<file path="src/rtl/rx_seq_pkg.sv">
// rx_seq_pkg: shared states, status codes and CRC-16/CCITT constants for rx_seq_ctrl.
package rx_seq_pkg;
  typedef enum logic [2:0] {IDLE, ARM, WAIT_PRE, RECV, DONE} state_e;
  typedef enum logic [1:0] {ERR_OK, ERR_NOPRE, ERR_GAP, ERR_ABORT} err_e;
  localparam logic [15:0] POLY    = 16'h1021;
  localparam logic [15:0] PRESET  = 16'hFFFF;
  localparam logic [15:0] RESIDUE = 16'h1D0F;
endpackage

</file>
<file path="src/rtl/crc16_serial.sv">
// crc16_serial: bit-serial CRC-16/CCITT, MSB first, preset on clr.
module crc16_serial
  import rx_seq_pkg::*;
(
  input  logic        clk,
  input  logic        rst_n,
  input  logic        clr,
  input  logic        en,
  input  logic        din,
  output logic [15:0] crc
);
  always_ff @(posedge clk or negedge rst_n)
    if (!rst_n) crc <= PRESET;
    else if (clr) crc <= PRESET;
    else if (en) crc <= {crc[14:0], 1'b0} ^ ((crc[15] ^ din) ? POLY : 16'h0000);
endmodule

</file>
<file path="src/rtl/rx_seq_ctrl.sv">
// rx_seq_ctrl: sequences RX chain reset, preamble wait, bit forwarding and status for one reply.
// Optional RX_SEQ_CRC16_EN adds CRC-16 residue checking and the crc_ok output.
module rx_seq_ctrl
  import rx_seq_pkg::*;
#(
  parameter int MAX_BITS   = 512,
  parameter int RST_CYCLES = 4,
  parameter int T1_CYCLES  = 4000,
  parameter int GAP_CYCLES = 400,
  localparam int LEN_W = $clog2(MAX_BITS + 1),
  localparam int TO_W  = $clog2(T1_CYCLES + 1)
) (
  input  logic             clk,
  input  logic             rst_n,
  input  logic             start,
  input  logic             abort,
  input  logic [LEN_W-1:0] exp_bits,
  output logic             rx_rst,
  output logic             rx_en,
  input  logic             pre_det,
  input  logic             bit_dat,
  input  logic             bit_vld,
  output logic             out_dat,
  output logic             out_vld,
  output logic             out_last,
  output logic             busy,
  output logic             done,
  output logic [1:0]       err
`ifdef RX_SEQ_CRC16_EN
  ,
  output logic             crc_ok
`endif
);
  localparam logic [LEN_W-1:0] MAX_L   = LEN_W'(MAX_BITS);
  localparam logic [TO_W-1:0]  ARM_END = TO_W'(RST_CYCLES - 1);
  localparam logic [TO_W-1:0]  T1_END  = TO_W'(T1_CYCLES - 1);
  localparam logic [TO_W-1:0]  GAP_END = TO_W'(GAP_CYCLES - 1);
  state_e state_q, state_d;
  err_e err_q, err_d;
  logic [LEN_W-1:0] len_q, len_d, cnt_q, cnt_d;
  logic [TO_W-1:0] to_q, to_d;
  logic fwd, last_d, active;
  assign active = state_q == ARM || state_q == WAIT_PRE || state_q == RECV;
  // to_q is shared: arm length, preamble timeout and inter-bit gap
  always_comb begin
    state_d = state_q;
    err_d = err_q;
    len_d = len_q;
    cnt_d = cnt_q;
    to_d = '0;
    fwd = 1'b0;
    last_d = 1'b0;
    case (state_q)
      IDLE: if (start && exp_bits != '0 && exp_bits <= MAX_L) begin
        state_d = ARM;
        len_d = exp_bits;
        cnt_d = '0;
      end
      ARM: begin
        to_d = to_q + 1'b1;
        if (to_q >= ARM_END) begin
          state_d = WAIT_PRE;
          to_d = '0;
        end
      end
      WAIT_PRE: begin
        to_d = to_q + 1'b1;
        if (pre_det) begin
          state_d = RECV;
          cnt_d = '0;
          to_d = '0;
        end else if (to_q >= T1_END) begin
          state_d = DONE;
          err_d = ERR_NOPRE;
        end
      end
      RECV: begin
        to_d = to_q + 1'b1;
        if (bit_vld) begin
          fwd = 1'b1;
          cnt_d = cnt_q + 1'b1;
          to_d = '0;
          if (cnt_d >= len_q) begin
            last_d = 1'b1;
            state_d = DONE;
            err_d = ERR_OK;
          end
        end else if (to_q >= GAP_END) begin
          state_d = DONE;
          err_d = ERR_GAP;
        end
      end
      default: state_d = IDLE;
    endcase
    if (abort && active) begin
      state_d = DONE;
      err_d = ERR_ABORT;
      fwd = 1'b0;
      last_d = 1'b0;
    end
  end
  always_ff @(posedge clk or negedge rst_n)
    if (!rst_n) begin
      state_q <= IDLE;
      err_q <= ERR_OK;
      len_q <= '0;
      cnt_q <= '0;
      to_q <= '0;
      out_vld <= 1'b0;
      out_dat <= 1'b0;
      out_last <= 1'b0;
    end else begin
      state_q <= state_d;
      err_q <= err_d;
      len_q <= len_d;
      cnt_q <= cnt_d;
      to_q <= to_d;
      out_vld <= fwd;
      out_dat <= fwd ? bit_dat : out_dat;
      out_last <= last_d;
    end
  assign rx_rst = state_q == ARM;
  assign rx_en = state_q == WAIT_PRE || state_q == RECV;
  assign busy = state_q != IDLE;
  assign done = state_q == DONE;
`ifdef RX_SEQ_CRC16_EN
  logic [15:0] crc;
  crc16_serial u_crc (
    .clk(clk),
    .rst_n(rst_n),
    .clr(state_q == IDLE),
    .en(fwd),
    .din(bit_dat),
    .crc(crc)
  );
  // a completed reply with a bad residue is reported as err 3
  assign err = done ? ((err_q == ERR_OK && crc != RESIDUE) ? ERR_ABORT : err_q) : ERR_OK;
  assign crc_ok = done && err_q == ERR_OK && crc == RESIDUE;
`else
  assign err = done ? err_q : ERR_OK;
`endif
endmodule

</file>
<file path="config.mk">
export PLATFORM = sky130hd
export DESIGN_NAME = rx_seq_ctrl
export DESIGN_NICKNAME = d
export VERILOG_FILES = /design/src/rtl/rx_seq_pkg.sv /design/src/rtl/crc16_serial.sv /design/src/rtl/rx_seq_ctrl.sv
export SDC_FILE = /design/constraint.sdc
export NUM_CORES = 1
export LEC_CHECK = 0
export CORE_ASPECT_RATIO = 1.25
export CORE_MARGIN = 1
export CORE_UTILIZATION = 58
export CTS_BUF_LIST = sky130_fd_sc_hd__clkbuf_8
export DETAILED_ROUTE_END_ITERATION = 10
export MAX_ROUTING_LAYER = met4
export PLACE_DENSITY = 0.93
export SETUP_SLACK_MARGIN = 0.3
export SYNTH_ARGS = -nofsm -noshare
export SYNTH_HDL_FRONTEND = slang
export SYNTH_HIERARCHICAL = 1
export SYNTH_SLANG_ARGS = --single-unit
</file>
<file path="constraint.sdc">
create_clock -name clk -period 2.8 [get_ports clk]
set_input_delay 0.28 -clock clk [delete_from_list [all_inputs] [get_ports clk]]
set_output_delay 0.28 -clock clk [all_outputs]
set_load 0.03 [all_outputs]
</file>
-- Word level (Yosys, flattened, before mapping)
Index checks and enable logic that the tools add are counted.
- register bits: 40
- input port bits: 17
- output and inout port bits: 9
- word-level logic and storage cells: 76
- $add $sub $neg: 2
- $lt $le $gt $ge: 5
- equality and inequality tests: 14
- multiplexer cells: 32
- reductions and logical operators: 15
- operators by type and width (operator ; count):
    2-to-1 mux 12 bit ; 3
    one-hot mux 12 bit (3 select lines) ; 1
    2-to-1 mux 10 bit ; 3
    one-hot mux 10 bit (3 select lines) ; 1
    2-to-1 mux 3 bit ; 8
    2-to-1 mux 2 bit ; 7
    adder 12 x 1 -> 12 bit, second input constant ; 1
    greater-or-equal comparator 12 bit, second input constant ; 1
    greater-or-equal comparator 12 x 2 -> 1 bit, second input constant ; 1
    greater-or-equal comparator 12 x 9 -> 1 bit, second input constant ; 1
    != test 4 x 2 -> 1 bit, second input constant ; 3
    one-hot mux 3 bit (4 select lines) ; 1
    adder 10 x 1 -> 10 bit, second input constant ; 1
    greater-or-equal comparator 10 bit ; 1
    less-or-equal comparator 10 bit, second input constant ; 1
    AND reduction 5 bit ; 2
    nonzero test 10 bit ; 1
    nonzero test 3 bit ; 3
    2-to-1 mux 1 bit ; 7
    equality test 3 x 2 -> 1 bit, second input constant ; 2
    != test 2 bit, second input constant ; 3
    != test 3 x 1 -> 1 bit, second input constant ; 2
    one-hot mux 2 bit (2 select lines) ; 1
    AND reduction 4 bit ; 1
    8 further kinds ; 12

-- Longest topological paths before layout
- depth after elaboration: 6
- depth in mapped cells: 10
- gate-level depth less buffers: 10

-- Worst setup path after synthesis
Ideal clock, no wire load.
- path type: register -> register
- start: reg cnt_q[0]
- end: reg err_q[0]
- library setup time: 0.079 ns
- data arrival time: 2.148 ns
- required time: 2.721 ns
- setup slack: 0.572 ns
- stages on the path, launching flop included: 11
- path buffers: 0
- period minus slack after synthesis: 2.228 ns
- cells stage by stage: dfrtp_1 > ha_1 > nand4_1 > nor2_1 > xor2_1 > ha_1 > nand4_1 > nor3_1 > nor4_4 > nor3_2 > mux2i_1
- word-level cells in the longest chain between the ends: 4
- ends and longest elaborated chain (what ; line ; source):
    start, declared ; rx_seq_ctrl.sv:40 ; logic [LEN_W-1:0] len_q, len_d, cnt_q, cnt_d;
    start signal, assigned ; rx_seq_ctrl.sv:116 ; cnt_q <= cnt_d;
    adder 10 x 1 -> 10 bit ; rx_seq_ctrl.sv:81 ; cnt_d = cnt_q + 1'b1;
    greater-or-equal comparator 10 bit ; rx_seq_ctrl.sv:83 ; if (cnt_d >= len_q) begin
    != test 4 x 2 -> 1 bit (no line) ; -- ;
    AND reduction 5 bit (no line) ; -- ;
    end signal, assigned ; rx_seq_ctrl.sv:114 ; err_q <= err_d;
    end, declared ; rx_seq_ctrl.sv:39 ; err_e err_q, err_d;
Every way passes these cells.
A chain may end at the register's enable or synchronous reset.

-- Worst setup path after layout
- start: reg cnt_q[1]
- end: reg err_q[0]
Same word-level chain as after synthesis.

==> metrics.md <==
| Metric | Value |
|---|---|
| Floorplan die area | 4240 sq um |
| Multiplexer fraction of the synthesized cell area | 0.0580 |
| Reg2Reg Depth | 10 |
| ANT nets after route | 0 |
| Sum of routed wire length over all layers | 5350 um |
| Main synth FF type | sky130_fd_sc_hd__dfrtp_1 |
| Synthesized cell area | 2310 sq um |
| Via count of the first global-routing pass | 1785 |
| Post-synth top area cell | sky130_fd_sc_hd__dfrtp_1 |
| Category of the critical setup timing path | reg2reg |
| Number of slew-limit violations in the final report | 0 |
| DRC violation count after routing | 0 |
| ANT cells | 0 |
| Max Clock Freq | 401 MHz |
| Combinational family with the most area after synthesis | simple AND/OR/NAND/NOR gates |
| Wire length per cell after detailed routing | 16.5 um |
| Area of the placeable core | 3780 sq um |
| Count of endpoints failing setup in the final report | 0 |
| Clk_lat worst skew | 0.30 ns |
| Final-layout setup total negative slack | 0 ns |
| Dpl cell area | 2600 sq um |
| Hold buffer count at CTS | 0 |
| TritonCTS Sinks | 40 |
| Combined global-route utilization of all metal layers | 0.280 |
| Most used standard cell by instance count after synthesis | sky130_fd_sc_hd__dfrtp_1 |
| Share of async-settable or async-resettable flops after synthesis | 1.00 |
| Data arrival at the endpoint of the critical path | 2.72 ns |
| Y dimension of the die | 72.6 um |
| Pwr per Cell Area | 781 nW/um^2 |
| Setup repair after global routing missed its margin | true |
| Post-Synthesis Net Count | 267 |
| Largest buffer count on any clock path | 2 |
| Port buffer count | 25 |
| Count of flip-flops with a built-in enable after synthesis | 0 |
| Kind of end point of the critical path | register |
| Pin count of the biggest net entering global routing | 41 |
| Basic-gate share of the synthesized area counting and, or, nand and nor cells | 0.244 |
| Adder-Cell Fraction of Synth Area | 0.0650 |
| Post-synthesis to final-layout area growth | 19.3% |
| Switch share | 0.400 |
| Total internal power | 1.29 mW |
| Placer's final routability congestion estimate | 0.924 |
| Least setup slack across all paths after layout | 0.306 ns |
| Clock-pin slew on the worst setup and hold paths | 0.07 ns |
| Worst setup skew after layout | 0.00505 ns |
| Required @ worst endpoint | 3.02 ns |
| Yosys Warn Count | 6 |
| Total clock buffers created by CTS | 5 |
| Synth area leaders | sky130_fd_sc_hd__dfrtp_1 (43%), sky130_fd_sc_hd__ha_1 (6.5%), sky130_fd_sc_hd__mux2_2 (5.4%) |
| Period Utilization, post-route | 0.891 |
| TritonCTS clock tree | yes |
| Static leakage | 1.22 nW |
| Number of core rows | 25 |
| Post-route standard cell area excluding fillers | 2760 sq um |
| HPWL after DPL | 3620 um |
| Total via count in the routed design | 1904 |
| Cells after Synth | 238 |
| Number of nets in the finished design | 297 |
| Die boundary width | 58.4 um |
| Antenna violations before repair | 0 |
| Switching power | 0.861 mW |
| H-tree levels | 2 |
| Count of distinct cell types in the synthesized netlist | 47 |
| Fraction of power consumed by sequential logic | 0.391 |
| Highest fanout seen on the critical path | 4 |
| Hold crit path type | in2async |
| Relative slew margins | 0.419 |
| Slew @ Worst Pin | 0.871 ns |
| Portion of synthesized cell area occupied by the leading cell type | 0.433 |
| Worst setup slack before clock tree synthesis | 0.313 ns |
| Final Hold Fails | 0 |
| Synthesized area per cell | 9.70 sq um |
| Top cells by count, synth | sky130_fd_sc_hd__dfrtp_1 (40), sky130_fd_sc_hd__nand3_1 (20), sky130_fd_sc_hd__inv_1 (19), sky130_fd_sc_hd__nand2_1 (19), sky130_fd_sc_hd__nor2_1 (18) |
| Clock Tree Root | sky130_fd_sc_hd__clkbuf_8 |
| Clock share of power | 0.181 |
| DRT iter0 DRCs | 172 |
| Overflow after GRT | 0 |
| Flops & latches, synth | 40 |
| Ratio of cells with drive above 1 in the final layout | 0.171 |
| Worst IR Drop VDD | 0.433 mV |
| Effective utilization at floorplan | 0.610 |
| First-pass detailed-route iteration total | 5 |
| Combinational Power Share | 0.428 |
| Post-synthesis sequential area ratio | 0.433 |
| First-pass GRT wire length | 8470 um |
| Run status | finished clean |
| Sort of element at the start of the critical path | register |
| Xor-xnor portion of the synthesized cell area | 0.0607 |
| Number of top-level pins | 26 |
| Time the final worst path needs with I/O delays and setup | 2.49 ns |
| Post-synthesis compound-gate area fraction | 0.0861 |
| Number of vias per cell | 5.89 |
| Max capacitance violation total | 0 |
[layout make-up]
cell class / count / area (sq um)
clock buffer: 6 / 82.6
clock inverter: 2 / 7.51
fill: 252 / 1030
inverter: 20 / 75.1
multi-input combinational: 171 / 1240
sequential: 40 / 1000
tap: 54 / 67.6
timing repair buffer: 30 / 283
[cells by family after synthesis]
| kind of cell | count (synthesis) |
|---|---|
| xor gates and xnor gates | 16 |
| and+or+nand+nor | 99 |
| DFF | 40 |
| AOI/OAI and AO/OA | 32 |
| adders and majority gates | 12 |
| muxes | 12 |
| buffers and inverters | 27 |
[path summary, 6_finish.rpt]
kind / from / slack [ns] / end
max: cnt_q[1] / 0.31 / err_q[0]
min: rst_n / 0.1 / len_q[3]
max reg2reg: cnt_q[1] / 0.31 / err_q[0]
min reg2reg: cnt_q[8] / 0.49 / cnt_q[8]
max in group asynchronous: rst_n / 2.10 / cnt_q[0]
min in group clk: cnt_q[8] / 0.49 / cnt_q[8]
[metal layers]
metal	up-vias	wire length, um	track usage
met5	-	0	-
met4	0	175	0.146
met3	19	313	0.0588
met2	73	2790	0.441
met1	926	2070	0.338
li1	886	-	-
[power by group through the flow]
stage          Sequential [mW]  Combinational [mW]  Clock, mW
5_1_grt                  0.863                1.00      0.409
3_5_place_dp             0.847               0.872          0
6_report                 0.843               0.920      0.389
4_1_cts                  0.837               0.884      0.391
2_1_floorplan            0.797               0.654          0
3_3_place_gp             0.838               0.846          0
[repair_timing]
| action | in CTS | in global routing |
|---|---|---|
| gates resized for setup | 1 | 12 |
| setup buffers | 0 | 2 |
| pin swaps | 0 | 9 |
| cloned | 0 | 0 |
| setup endpoints to repair | 1 | 6 |
[through the flow]
| stage | util | cells | total power [mW] | hold slack (ns) |
|---|---|---|---|---|
| final | 0.728 | 323 | 2.15 | 0.0998 |
| after global routing | 0.728 | 323 | 2.27 | 0.191 |
| after CTS | 0.712 | 321 | 2.11 | 0.132 |
| after detailed placement | 0.687 | 313 | 1.72 | 0.447 |
| after global placement | 0.687 | 313 | 1.68 | 0.444 |
| after floorplan | - | 238 | 1.45 | -0.0156 |
[registers in the layout, indices dropped and copies added (netlist names)]
| register | flops |
|---|---|
| out_dat | 1 |
| state_q | 3 |
| to_q | 12 |
| len_q | 10 |
| err_q | 2 |
| cnt_q | 10 |
| out_vld | 1 |
| out_last | 1 |
[worst max-delay path, stage by stage, from the launching register on]
cell	delay, ns
sky130_fd_sc_hd__dfrtp_1	0.43
sky130_fd_sc_hd__ha_4	0.18
sky130_fd_sc_hd__nand4_1	0.15
sky130_fd_sc_hd__nor2_2	0.19
sky130_fd_sc_hd__xnor2_1	0.12
sky130_fd_sc_hd__ha_1	0.32
sky130_fd_sc_hd__nand4_1	0.19
sky130_fd_sc_hd__nor3_4	0.27
sky130_fd_sc_hd__nor4_4	0.09
sky130_fd_sc_hd__nor3_2	0.26
sky130_fd_sc_hd__mux2i_1	0.21
[placed cells by master (no fill, tap or decap), types with 2 or more instances in the layout]
cell type                         count
sky130_fd_sc_hd__xor2_1               9
sky130_fd_sc_hd__nor3b_2              2
sky130_fd_sc_hd__buf_4                5
sky130_fd_sc_hd__and3_1               2
sky130_fd_sc_hd__nor2_1              15
sky130_fd_sc_hd__inv_1               21
sky130_fd_sc_hd__dfrtp_1             38
sky130_fd_sc_hd__dfrtp_2              2
sky130_fd_sc_hd__mux2_2              11
sky130_fd_sc_hd__ha_1                11
sky130_fd_sc_hd__and2_1               2
sky130_fd_sc_hd__nand2_1             19
sky130_fd_sc_hd__clkdlybuf4s50_1     24
sky130_fd_sc_hd__nor3_1               6
sky130_fd_sc_hd__nor4_2               2
sky130_fd_sc_hd__clkbuf_8             6
sky130_fd_sc_hd__nor2_2               5
sky130_fd_sc_hd__nor3_2               2
sky130_fd_sc_hd__a21oi_1              6
sky130_fd_sc_hd__o31a_1               2
sky130_fd_sc_hd__or3_1                3
sky130_fd_sc_hd__nand3_1             20
sky130_fd_sc_hd__xnor2_1              6
sky130_fd_sc_hd__nand4_1              9
sky130_fd_sc_hd__o21ai_0              4
sky130_fd_sc_hd__a211oi_1             2
sky130_fd_sc_hd__o21ai_1              9
sky130_fd_sc_hd__nor2b_1              2
Note: power is estimated with default switching activity, not from simulation.
